## src/rtl/seg7_pkg.sv

```systemverilog
// ---------------------------------------------------------------------------
// seg7_pkg
// Shared definitions for the 7-segment display path.
//   seg7_t       : segment vector, bit 6 = A ... bit 0 = G, active-high lit.
//   SEG7_FONT    : hex font, SEG7_FONT[n] is the pattern that displays nibble n.
//   scan_state_t : states of the scan reader's frame tracker.
// ---------------------------------------------------------------------------
package seg7_pkg;

    typedef logic [6:0] seg7_t;

    localparam seg7_t SEG7_FONT [16] = '{
        7'b1111110,  // 0
        7'b0110000,  // 1
        7'b1101101,  // 2
        7'b1111001,  // 3
        7'b0110011,  // 4
        7'b1011011,  // 5
        7'b1011111,  // 6
        7'b1110000,  // 7
        7'b1111111,  // 8
        7'b1111011,  // 9
        7'b1110111,  // A
        7'b0011111,  // b
        7'b1001110,  // C
        7'b0111101,  // d
        7'b1001111,  // E
        7'b1000111   // F
    };

    typedef enum logic [1:0] {
        HUNT   = 2'd0,
        SETTLE = 2'd1,
        HOLD   = 2'd2
    } scan_state_t;

endpackage

```

## src/rtl/seg7_decode.sv

```systemverilog
// ---------------------------------------------------------------------------
// seg7_decode
// Combinational inverse of the hex-to-segment encoder: looks the segment
// pattern up in SEG7_FONT.
//   seg_i    : segment pattern (A..G).
//   nibble_o : decoded hex digit, 0 when no font entry matches.
//   hit_o    : 1 when seg_i is exactly one of the 16 font patterns.
// ---------------------------------------------------------------------------
module seg7_decode
    import seg7_pkg::*;
(
    input  seg7_t      seg_i,
    output logic [3:0] nibble_o,
    output logic       hit_o
);

    // Font entries are all distinct, so at most one compare can match.
    always_comb begin
        nibble_o = 4'd0;
        hit_o    = 1'b0;
        for (int i = 0; i < 16; i++) begin
            if (seg_i == SEG7_FONT[i]) begin
                nibble_o = 4'(i);
                hit_o    = 1'b1;
            end
        end
    end

endmodule

```

## src/rtl/seg7_scan_reader.sv

```systemverilog
// ---------------------------------------------------------------------------
// seg7_scan_reader
// Watches a time-multiplexed 7-segment display (digit strobes + segment
// lines, both asynchronous to clk), decodes each settled digit back to a
// nibble and assembles complete frames for a valid/ready consumer.
//
// Ports:
//   clk, rst_n  : clock, asynchronous active-low reset.
//   an          : digit strobes, an[i] = digit i, active-high.
//   seg         : segment lines, seg[6]=A .. seg[0]=G, active-high.
//   out_value   : assembled frame, digit i in out_value[4i+3:4i].
//   out_valid   : out_value holds an unconsumed frame.
//   out_ready   : consumer accept.
//   frame_err   : one-cycle pulse, frame aborted or held an undecodable digit.
//   overrun     : one-cycle pulse, an unconsumed frame was overwritten.
//   dbg_state   : current frame-tracker state (scan_state_t encoding).
//
// Handshake: a frame transfers on a cycle where out_valid && out_ready.
// out_value does not change while out_valid && !out_ready except when a new
// frame commits over it (flagged by overrun). A commit in the same cycle as
// a transfer keeps out_valid high for the new frame.
// ---------------------------------------------------------------------------
module seg7_scan_reader #(
    parameter int DIGITS = 4,
    parameter int SETTLE = 4
) (
    input  logic                  clk,
    input  logic                  rst_n,
    input  logic [DIGITS-1:0]     an,
    input  logic [6:0]            seg,
    output logic [4*DIGITS-1:0]   out_value,
    output logic                  out_valid,
    input  logic                  out_ready,
    output logic                  frame_err,
    output logic                  overrun,
    output logic [1:0]            dbg_state
);

    import seg7_pkg::*;

    // Counter only needs to reach SETTLE; one spare bit keeps +1 from wrapping.
    localparam int CNT_W = $clog2(SETTLE + 1) + 1;
    localparam logic [DIGITS-1:0] OH_ZERO = DIGITS'(1);

    // Synchronizers and previous-sample register.
    logic [DIGITS-1:0]   an_m_q, an_s_q;
    seg7_t               seg_m_q, seg_s_q, seg_prev_q;

    // Frame tracker.
    scan_state_t         state_q;
    logic [2:0]          idx_q;
    logic [CNT_W-1:0]    cnt_q;
    logic                bad_q;
    logic [4*DIGITS-1:0] stage_q;

    // Registered outputs.
    logic [4*DIGITS-1:0] out_value_q;
    logic                out_valid_q;
    logic                frame_err_q;
    logic                overrun_q;

    // Decode of the synchronized segment lines.
    logic [3:0]          dec_nibble;
    logic                dec_hit;

    seg7_decode u_decode (
        .seg_i    (seg_s_q),
        .nibble_o (dec_nibble),
        .hit_o    (dec_hit)
    );

    // Combinational helpers for the tracker.
    logic [DIGITS-1:0]   oh_idx;
    logic [DIGITS-1:0]   oh_next;
    logic                last_digit;
    logic [CNT_W-1:0]    cnt_d;
    logic [4*DIGITS-1:0] stage_d;

    always_comb begin
        oh_idx  = '0;
        oh_next = '0;
        stage_d = stage_q;
        for (int i = 0; i < DIGITS; i++) begin
            if (idx_q == 3'(i)) begin
                oh_idx[i]       = 1'b1;
                stage_d[4*i +: 4] = dec_nibble;
            end
            if ((i > 0) && (idx_q == 3'(i - 1))) begin
                oh_next[i] = 1'b1;
            end
        end
        last_digit = (idx_q == 3'(DIGITS - 1));
        // Stability run length including the current sample.
        cnt_d = (seg_s_q == seg_prev_q) ? cnt_q + CNT_W'(1) : CNT_W'(1);
    end

    always_ff @(posedge clk or negedge rst_n) begin
        if (!rst_n) begin
            an_m_q      <= '0;
            an_s_q      <= '0;
            seg_m_q     <= '0;
            seg_s_q     <= '0;
            seg_prev_q  <= '0;
            state_q     <= seg7_pkg::HUNT;
            idx_q       <= '0;
            cnt_q       <= '0;
            bad_q       <= 1'b0;
            stage_q     <= '0;
            out_value_q <= '0;
            out_valid_q <= 1'b0;
            frame_err_q <= 1'b0;
            overrun_q   <= 1'b0;
        end else begin
            an_m_q     <= an;
            an_s_q     <= an_m_q;
            seg_m_q    <= seg;
            seg_s_q    <= seg_m_q;
            seg_prev_q <= seg_s_q;

            frame_err_q <= 1'b0;
            overrun_q   <= 1'b0;

            // Transfer; a commit below overrides this assignment.
            if (out_valid_q && out_ready) begin
                out_valid_q <= 1'b0;
            end

            case (state_q)
                seg7_pkg::HUNT: begin
                    if (an_s_q == OH_ZERO) begin
                        state_q <= seg7_pkg::SETTLE;
                        idx_q   <= '0;
                        cnt_q   <= CNT_W'(1);
                        bad_q   <= 1'b0;
                    end
                end

                seg7_pkg::SETTLE: begin
                    if (an_s_q != oh_idx) begin
                        frame_err_q <= 1'b1;
                        state_q     <= seg7_pkg::HUNT;
                    end else if (cnt_d >= CNT_W'(SETTLE)) begin
                        stage_q <= stage_d;
                        bad_q   <= bad_q | ~dec_hit;
                        state_q <= seg7_pkg::HOLD;
                        if (last_digit) begin
                            if (bad_q || !dec_hit) begin
                                frame_err_q <= 1'b1;
                            end else begin
                                out_value_q <= stage_d;
                                out_valid_q <= 1'b1;
                                overrun_q   <= out_valid_q && !out_ready;
                            end
                        end
                    end else begin
                        cnt_q <= cnt_d;
                    end
                end

                seg7_pkg::HOLD: begin
                    if ((an_s_q == oh_idx) || (an_s_q == '0)) begin
                        // Same digit still lit, or inter-digit blanking.
                        state_q <= seg7_pkg::HOLD;
                    end else if (last_digit) begin
                        // Frame finished; a strobe on digit 0 starts the next one now.
                        if (an_s_q == OH_ZERO) begin
                            state_q <= seg7_pkg::SETTLE;
                            idx_q   <= '0;
                            cnt_q   <= CNT_W'(1);
                            bad_q   <= 1'b0;
                        end else begin
                            state_q <= seg7_pkg::HUNT;
                        end
                    end else if (an_s_q == oh_next) begin
                        state_q <= seg7_pkg::SETTLE;
                        idx_q   <= idx_q + 3'd1;
                        cnt_q   <= CNT_W'(1);
                    end else begin
                        frame_err_q <= 1'b1;
                        state_q     <= seg7_pkg::HUNT;
                    end
                end

                default: begin
                    state_q <= seg7_pkg::HUNT;
                end
            endcase
        end
    end

    assign out_value = out_value_q;
    assign out_valid = out_valid_q;
    assign frame_err = frame_err_q;
    assign overrun   = overrun_q;
    assign dbg_state = state_q;

endmodule

```

## config.mk

```make
export PLATFORM = sky130hd
export DESIGN_NAME = seg7_scan_reader
export DESIGN_NICKNAME = d
export VERILOG_FILES = /design/src/rtl/seg7_pkg.sv /design/src/rtl/seg7_decode.sv /design/src/rtl/seg7_scan_reader.sv
export SDC_FILE = /design/constraint.sdc
export NUM_CORES = 1
export LEC_CHECK = 0
export ABC_CLOCK_PERIOD_IN_PS = 2200
export BUFFER_PORTS_ARGS = -buffer_cell sky130_fd_sc_hd__buf_4
export CORE_AREA = 5 5 103 81
export CTS_BUF_LIST = sky130_fd_sc_hd__clkbuf_4
export CTS_CLUSTER_DIAMETER = 50
export DETAILED_ROUTE_END_ITERATION = 12
export DIE_AREA = 0 0 108 86
export PLACE_DENSITY_LB_ADDON = 0.05
export SYNTH_ARGS = -nofsm -noshare
export SYNTH_HDL_FRONTEND = slang
export SYNTH_SLANG_ARGS = --single-unit
```

## constraint.sdc

```tcl
create_clock -name clk -period 2.2 [get_ports clk]
set_input_delay 0.22 -clock clk [delete_from_list [all_inputs] [get_ports clk]]
set_output_delay 0.22 -clock clk [all_outputs]
set_load 0.05 [all_outputs]
```

# Word level (Yosys, flattened, before mapping)
# Cells that the tools add are included.
# classes
magnitude_cmp	1
muxes	85
n_addsub	2
bitwise_logic	4
eq_ne	34
reduce_logical	17
# ops
cell	n
equality test 7 bit, second input constant	12
two-way mux 4 bit	19
two-way mux 1 bit	46
two-way mux 3 bit	8
equality test 7 x 6 -> 1 bit, second input constant	3
AND reduction 5 bit	3
two-way mux 2 bit	7
inequality test 2 bit, second input constant	6
case mux 4 bit (3 select lines)	1
equality test 4 bit	2
equality test 7 x 5 -> 1 bit, second input constant	1
equality test 7 bit	1
equality test 3 x 2 -> 1 bit, second input constant	2
inequality test 3 bit, second input constant	2
case mux 2 bit (3 select lines)	1
case mux 3 bit (2 select lines)	1
AND reduction 3 bit	2
adder 4 x 1 -> 4 bit, second input constant	1
equality test 4 x 1 -> 1 bit, second input constant	1
>= comparator 4 x 3 -> 1 bit, second input constant	1
logical NOT 4 bit	1
inequality test 4 bit	1
adder 3 x 1 -> 3 bit, second input constant	1
equality test 3 x 1 -> 1 bit, second input constant	1
14 further kinds	19
# totals
inputBits	14
ff_bits	74
wordCells	157

# Longest topological paths before layout
# logic_depth
depth_word	24
ltp_mapped	9

# By module
# A second synthesis with hierarchy kept.
# unflattened
hier_cells	307
area_unflattened_um2	3432.0
# modules_own_cells
module	instances	cells_each	area_each_um2
seg7_scan_reader	1	258	3101.7
seg7_decode	1	49	330.3

# Worst setup path before layout
# Ideal clock, no wire load.
# synth_path
path_type	register -> register
start	register idx_q[0]
end	register stage_q[6]
setup_slack_ps	-206
t_required_ps	2075
stages_incl_launch_ff	9
arrival_time_ps	2281
path_cell_list	dfrtp_1 -> inv_1 -> ha_1 -> nand2b_2 -> o32a_4 -> a32oi_4 -> nand2_2 -> or3_4 -> mux2_4
# synth_via
elab_chain_cells	5
# synth_rtl
element	line	source
from (decl)	seg7_scan_reader.sv:51	logic [2:0] idx_q;
from (signal assigned)	seg7_scan_reader.sv:176	idx_q <= idx_q + 3'd1;
equality test 3 x 1 -> 1 bit (tied with other cells)	seg7_scan_reader.sv:84	if (idx_q == 3'(i)) begin
two-way mux 1 bit	seg7_scan_reader.sv:84	
inequality test 4 bit	seg7_scan_reader.sv:139	if (an_s_q != oh_idx) begin
inverter 1 bit (no line)	n/a	
AND reduction 3 bit (no line)	n/a	
to (signal assigned)	seg7_scan_reader.sv:143	stage_q <= stage_d;
to (decl)	seg7_scan_reader.sv:54	logic [4*DIGITS-1:0] stage_q;
# Several ways; a longest one is shown, not always the timed one.
# A chain may end at the register's enable or synchronous reset.

# Worst setup path after layout
# layout_path
start	register idx_q[0]
end	register stage_q[5]
# Same word-level chain as after synthesis.

==> run_summary.xml <==
<?xml version="1.0" encoding="UTF-8"?>
<metrics>
  <group name="yosys">
    <metric name="syn_inst" unit="">319</metric>
    <metric name="sequential_to_total_area_share_from_yosys_stat" unit="%">47.4</metric>
    <metric name="synth_top_cells_by_area" unit="">sky130_fd_sc_hd__dfrtp_1 (47%), sky130_fd_sc_hd__mux2_2 (7.0%), sky130_fd_sc_hd__mux2_4 (5.3%), sky130_fd_sc_hd__ha_1 (3.0%), sky130_fd_sc_hd__nand2_1 (2.4%)</metric>
    <metric name="count_of_flip_flops_with_a_built_in_enable_after_synthesis" unit="">0</metric>
    <metric name="synth.ff_latch_count" unit="">70</metric>
    <metric name="syn-cell-area" unit="sq mm">0.00370</metric>
    <metric name="async_s_r_ff_share_synth" unit="%">100</metric>
    <metric name="synth_mux_area_share" unit="%">13.2</metric>
    <metric name="synth_simple_gate_area_share" unit="%">18.9</metric>
    <metric name="synth_top_area_share" unit="%">47.4</metric>
    <metric name="synth-compound-area-share" unit="%">12.0</metric>
    <metric name="largest_family_of_logic_cells_by_synthesized_area" unit="">simple AND/OR/NAND/NOR gates</metric>
    <metric name="yosys_warnings" unit="">0</metric>
    <metric name="synth-xor-area-share" unit="%">2.13</metric>
    <metric name="synthesized_nets" unit="">342</metric>
    <metric name="avg_inst_size_synth" unit="sq um">11.6</metric>
    <metric name="synthDominantAreaCellType" unit="">sky130_fd_sc_hd__dfrtp_1</metric>
    <metric name="synthAdderAreaFrac" unit="%">3.05</metric>
    <metric name="yosys_most_used_dff" unit="">sky130_fd_sc_hd__dfrtp_1</metric>
    <metric name="yosys.cell_types.count" unit="">64</metric>
  </group>
  <group name="route">
    <metric name="dr_total_vias" unit="">2875</metric>
    <metric name="post-route-drc-count" unit="">0</metric>
    <metric name="firstDrtPassIters" unit="">4</metric>
    <metric name="wl_per_cell" unit="um">15.9</metric>
    <metric name="drtIter0Drc" unit="">146</metric>
    <metric name="vias_per_cell" unit="">5.49</metric>
    <metric name="route.final.wire_length" unit="um">8350</metric>
    <metric name="final_antenna_net_count" unit="">0</metric>
  </group>
  <group name="cells_and_area">
    <metric name="layout_overhead_on_the_synthesized_area" unit="%">31.8</metric>
    <metric name="fillCellCount" unit="">555</metric>
    <metric name="final_layout_size_suffix_gt1_share" unit="%">42.8</metric>
    <metric name="antenna_cells_inserted" unit="">0</metric>
    <metric name="post-route-util" unit="%">68.0</metric>
    <metric name="commonest_non_fill_non_tap_cells_in_the_layout" unit="">sky130_fd_sc_hd__buf_4 (86), sky130_fd_sc_hd__dfrtp_1 (68), sky130_fd_sc_hd__mux2_2 (23)</metric>
    <metric name="layout.cells.most_common" unit="">sky130_fd_sc_hd__buf_4</metric>
    <metric name="design.final.nets" unit="">441</metric>
  </group>
  <group name="setup_path">
    <metric name="crit_top_cell" unit="">sky130_fd_sc_hd__or3_4</metric>
    <metric name="timing.critical_path.fanout_max" unit="">4</metric>
    <metric name="crit_slowest_cell" unit="">sky130_fd_sc_hd__dfrtp_2</metric>
    <metric name="critical_path.cell_chain" unit="">ha_2, nand3b_1, or3_4, a32oi_4, nand2_2, or3_4, mux2_4</metric>
    <metric name="max_stage_delay" unit="ns">0.47</metric>
    <metric name="critPathKind" unit="">reg2reg</metric>
    <metric name="worst_setup_path_end_kind" unit="">register</metric>
    <metric name="worstPathBufferInverterCount" unit="">0</metric>
    <metric name="cp_top_family" unit="">simple AND/OR/NAND/NOR gates</metric>
    <metric name="worst_setup_path_start_kind" unit="">register</metric>
    <metric name="required_time_of_the_worst_setup_path" unit="ns">2.51</metric>
    <metric name="worst-endpoint-arrival" unit="ns">2.64</metric>
  </group>
  <group name="placement">
    <metric name="port_buffers" unit="">34</metric>
    <metric name="detailed_place_hpwl" unit="um">6020</metric>
    <metric name="gpl.final_weighted_congestion" unit="">0.853</metric>
  </group>
  <group name="global_route">
    <metric name="antenna_found_initial" unit="">0</metric>
    <metric name="overflow" unit="">0</metric>
    <metric name="via_count_of_the_first_global_routing_pass" unit="">2869</metric>
    <metric name="grt_util_all_layers" unit="%">19.3</metric>
    <metric name="pin_count_of_the_biggest_net_entering_global_routing" unit="">45</metric>
    <metric name="grt_first_pass_wirelength" unit="um">14200</metric>
  </group>
  <group name="power_and_ir_drop">
    <metric name="pwr-share-clk" unit="%">32.5</metric>
    <metric name="cell_internal_pwr" unit="mW">2.08</metric>
    <metric name="seq_power_share" unit="%">46.1</metric>
    <metric name="p_total" unit="mW">3.00</metric>
    <metric name="p_per_area" unit="mW/mm^2">616</metric>
    <metric name="power.static_leakage" unit="nW">2.35</metric>
    <metric name="power_switching" unit="uW">917</metric>
    <metric name="power.share.combinational" unit="%">21.4</metric>
    <metric name="netSwitchingFraction" unit="%">30.5</metric>
    <metric name="peak_ir_drop_on_the_vdd_network" unit="mV">0.348</metric>
  </group>
  <group name="sta">
    <metric name="timing.final.hold_violations" unit="">0</metric>
    <metric name="finalWorstPathRequiredPeriod" unit="ns">2.33</metric>
    <metric name="rsz0062_at_grt" unit="">yes</metric>
    <metric name="worst-slew-pin-transition" unit="ns">0.661</metric>
    <metric name="maxSlewHeadroom" unit="%">55.5</metric>
    <metric name="fin_skew" unit="ns">0.0166</metric>
    <metric name="slew_violations" unit="">0</metric>
    <metric name="timing.final.crit_share" unit="%">106</metric>
    <metric name="total_neg_setup_slack" unit="ns">-2.26</metric>
    <metric name="setup_viol" unit="">31</metric>
    <metric name="setup_slack" unit="ns">-0.130</metric>
    <metric name="fmax" unit="MHz">429</metric>
  </group>
  <group name="clock_network">
    <metric name="cts.path.max_buffers" unit="">2</metric>
    <metric name="clk_latency" unit="ns">0.42</metric>
    <metric name="clock_sinks" unit="">70</metric>
    <metric name="cts_tree" unit="">yes</metric>
    <metric name="clock-root-buffer" unit="">sky130_fd_sc_hd__clkbuf_4</metric>
    <metric name="cts_made_buffers" unit="">9</metric>
    <metric name="clk_pin_slew_worst_paths" unit="ns">0.12</metric>
    <metric name="h-tree-depth" unit="">3</metric>
  </group>
  <group name="floorplanning">
    <metric name="fp.dieH" unit="um">86</metric>
    <metric name="row_count" unit="">27</metric>
    <metric name="die_width" unit="um">108</metric>
    <metric name="floorplan.initialDensity" unit="%">51.6</metric>
    <metric name="dieArea" unit="sq mm">0.00929</metric>
    <metric name="floorplan.core_area" unit="sq mm">0.00716</metric>
    <metric name="design.portCount" unit="">35</metric>
  </group>
  <group name="flow_run">
    <metric name="maxCapViolCount" unit="">0</metric>
  </group>
  <group name="run_status">
    <metric name="violations_in_the_final_reports" unit="">setup timing</metric>
    <metric name="run_status" unit="">finished with violations</metric>
  </group>
  <group name="worst_hold_path">
    <metric name="worstHoldPathType" unit="">in2reg</metric>
  </group>
</metrics>
synth_stat cells, types with 3 or more instances:
master / count
sky130_fd_sc_hd__dfrtp_1: 70
sky130_fd_sc_hd__nand2_1: 24
sky130_fd_sc_hd__mux2_2: 23
sky130_fd_sc_hd__nor2_1: 15
sky130_fd_sc_hd__a21oi_1: 13
sky130_fd_sc_hd__mux2_4: 13
sky130_fd_sc_hd__nand2b_1: 10
sky130_fd_sc_hd__ha_1: 9
sky130_fd_sc_hd__inv_1: 9
sky130_fd_sc_hd__nor3_1: 9
sky130_fd_sc_hd__xor2_1: 9
sky130_fd_sc_hd__o21ai_0: 7
sky130_fd_sc_hd__and2_1: 6
sky130_fd_sc_hd__buf_2: 6
sky130_fd_sc_hd__nand3_1: 6
sky130_fd_sc_hd__nand3b_1: 6
sky130_fd_sc_hd__nand4_1: 6
sky130_fd_sc_hd__a31oi_1: 5
sky130_fd_sc_hd__o32ai_1: 4
sky130_fd_sc_hd__a41oi_1: 3
sky130_fd_sc_hd__clkbuf_1: 3
sky130_fd_sc_hd__mux2_1: 3
sky130_fd_sc_hd__nor2b_1: 3
worst paths after layout:
path / cells past startpoint / startpoint / slack, ns / to
hold reg to reg: 0 / an_m_q[3]$_DFF_PN0_ / 0.36 / an_s_q[3]$_DFF_PN0_
hold / removal: 3 / out_ready / 0.12 / out_valid$_DFF_PN0_
setup / recovery: 7 / idx_q[0]$_DFFE_PN0P_ / -0.13 / stage_q[5]$_DFFE_PN0P_
max in group asynchronous: 3 / rst_n / 1.29 / stage_q[3]$_DFFE_PN0P_
setup reg to reg: 7 / idx_q[0]$_DFFE_PN0P_ / -0.13 / stage_q[5]$_DFFE_PN0P_
min in group asynchronous: 2 / rst_n / 0.32 / dbg_state[1]$_DFFE_PN0P_
area by class of cell:
class | instances | area [sq um] | share of cell area, %
well taps | 101 | 126 | 2.59
clock inverters | 6 | 93.8 | 1.93
repair buffers | 103 | 857 | 17.6
clock buffers | 10 | 75.1 | 1.54
flip-flops and latches | 70 | 1750 | 36.0
inverters | 9 | 36.3 | 0.745
multi-input cells | 225 | 1930 | 39.6
sequential cells by signal, indices dropped and copies added (netlist names):
| signal | flops |
|---|---|
| an_m_q | 4 |
| dbg_state | 2 |
| cnt_q | 4 |
| bad_q | 1 |
| idx_q | 3 |
| overrun | 1 |
| seg_s_q | 7 |
| seg_prev_q | 7 |
| stage_q | 12 |
| frame_err | 1 |
| out_value | 16 |
| an_s_q | 4 |
| out_valid | 1 |
| seg_m_q | 7 |
power groups by stage:
stage	Combinational, mW	Clock (mW)	Sequential [mW]
2_1_floorplan	0.296	0	1.46
3_3_place_gp	0.581	0	1.41
3_5_place_dp	0.594	0	1.41
4_1_cts	0.619	1.00	1.38
5_1_grt	0.694	1.06	1.39
6_report	0.643	0.975	1.38
routing by layer:
| layer | wire [um] | part of all wire, % | vias to the layer above | GRT usage, % |
|---|---|---|---|---|
| met2 | 3880 | 46 | 88 | 29.9 |
| met3 | 465 | 5.6 | 10 | 4.67 |
| li1 | - | - | 1364 | - |
| met4 | 101 | 1.2 | 0 | 5.28 |
| met5 | 0 | 0 | - | 0 |
| met1 | 3910 | 47 | 1413 | 27.1 |
worst register-to-register path: stages (launching register included):
cell and delay [ns]:
sky130_fd_sc_hd__dfrtp_2 0.47, sky130_fd_sc_hd__ha_2 0.22, sky130_fd_sc_hd__nand3b_1 0.15, sky130_fd_sc_hd__or3_4 0.36
sky130_fd_sc_hd__a32oi_4 0.21, sky130_fd_sc_hd__nand2_2 0.08, sky130_fd_sc_hd__or3_4 0.42, sky130_fd_sc_hd__mux2_4 0.31
timing repair:
item / 4_1_cts / 5_1_grt
buffers inserted: 2 / 1
pin swaps: 2 / 1
gates cloned: 0 / 0
gates resized for setup: 4 / 10
hold endpoints to repair: 52 / 0
setup endpoints to repair: 35 / 39
hold buffers: 12 / 0
stage by stage:
stage	std cells	hold WS [ns]	cell area (sq um)	worst slack [ns]
floorplan	319	-0.0756	3750	-0.136
global placement	493	0.249	4490	-0.102
detailed placement	493	0.260	4490	-0.137
CTS	523	0.109	4820	-0.125
global route	524	0.130	4870	-0.204
finish	524	0.123	4870	-0.130
cells by family (layout without fill, tap and decap cells):
logic type | Yosys count | count (layout)
AND/OR/NAND/NOR | 113 | 113
adder cells (fa/ha/maj) | 9 | 9
buffers and inverters | 24 | 128
flip-flops | 70 | 70
multiplexers | 39 | 39
XOR/XNOR | 9 | 9
AO/OA/AOI/OAI | 55 | 55
No activity file was read; power rests on OpenSTA's default activity.
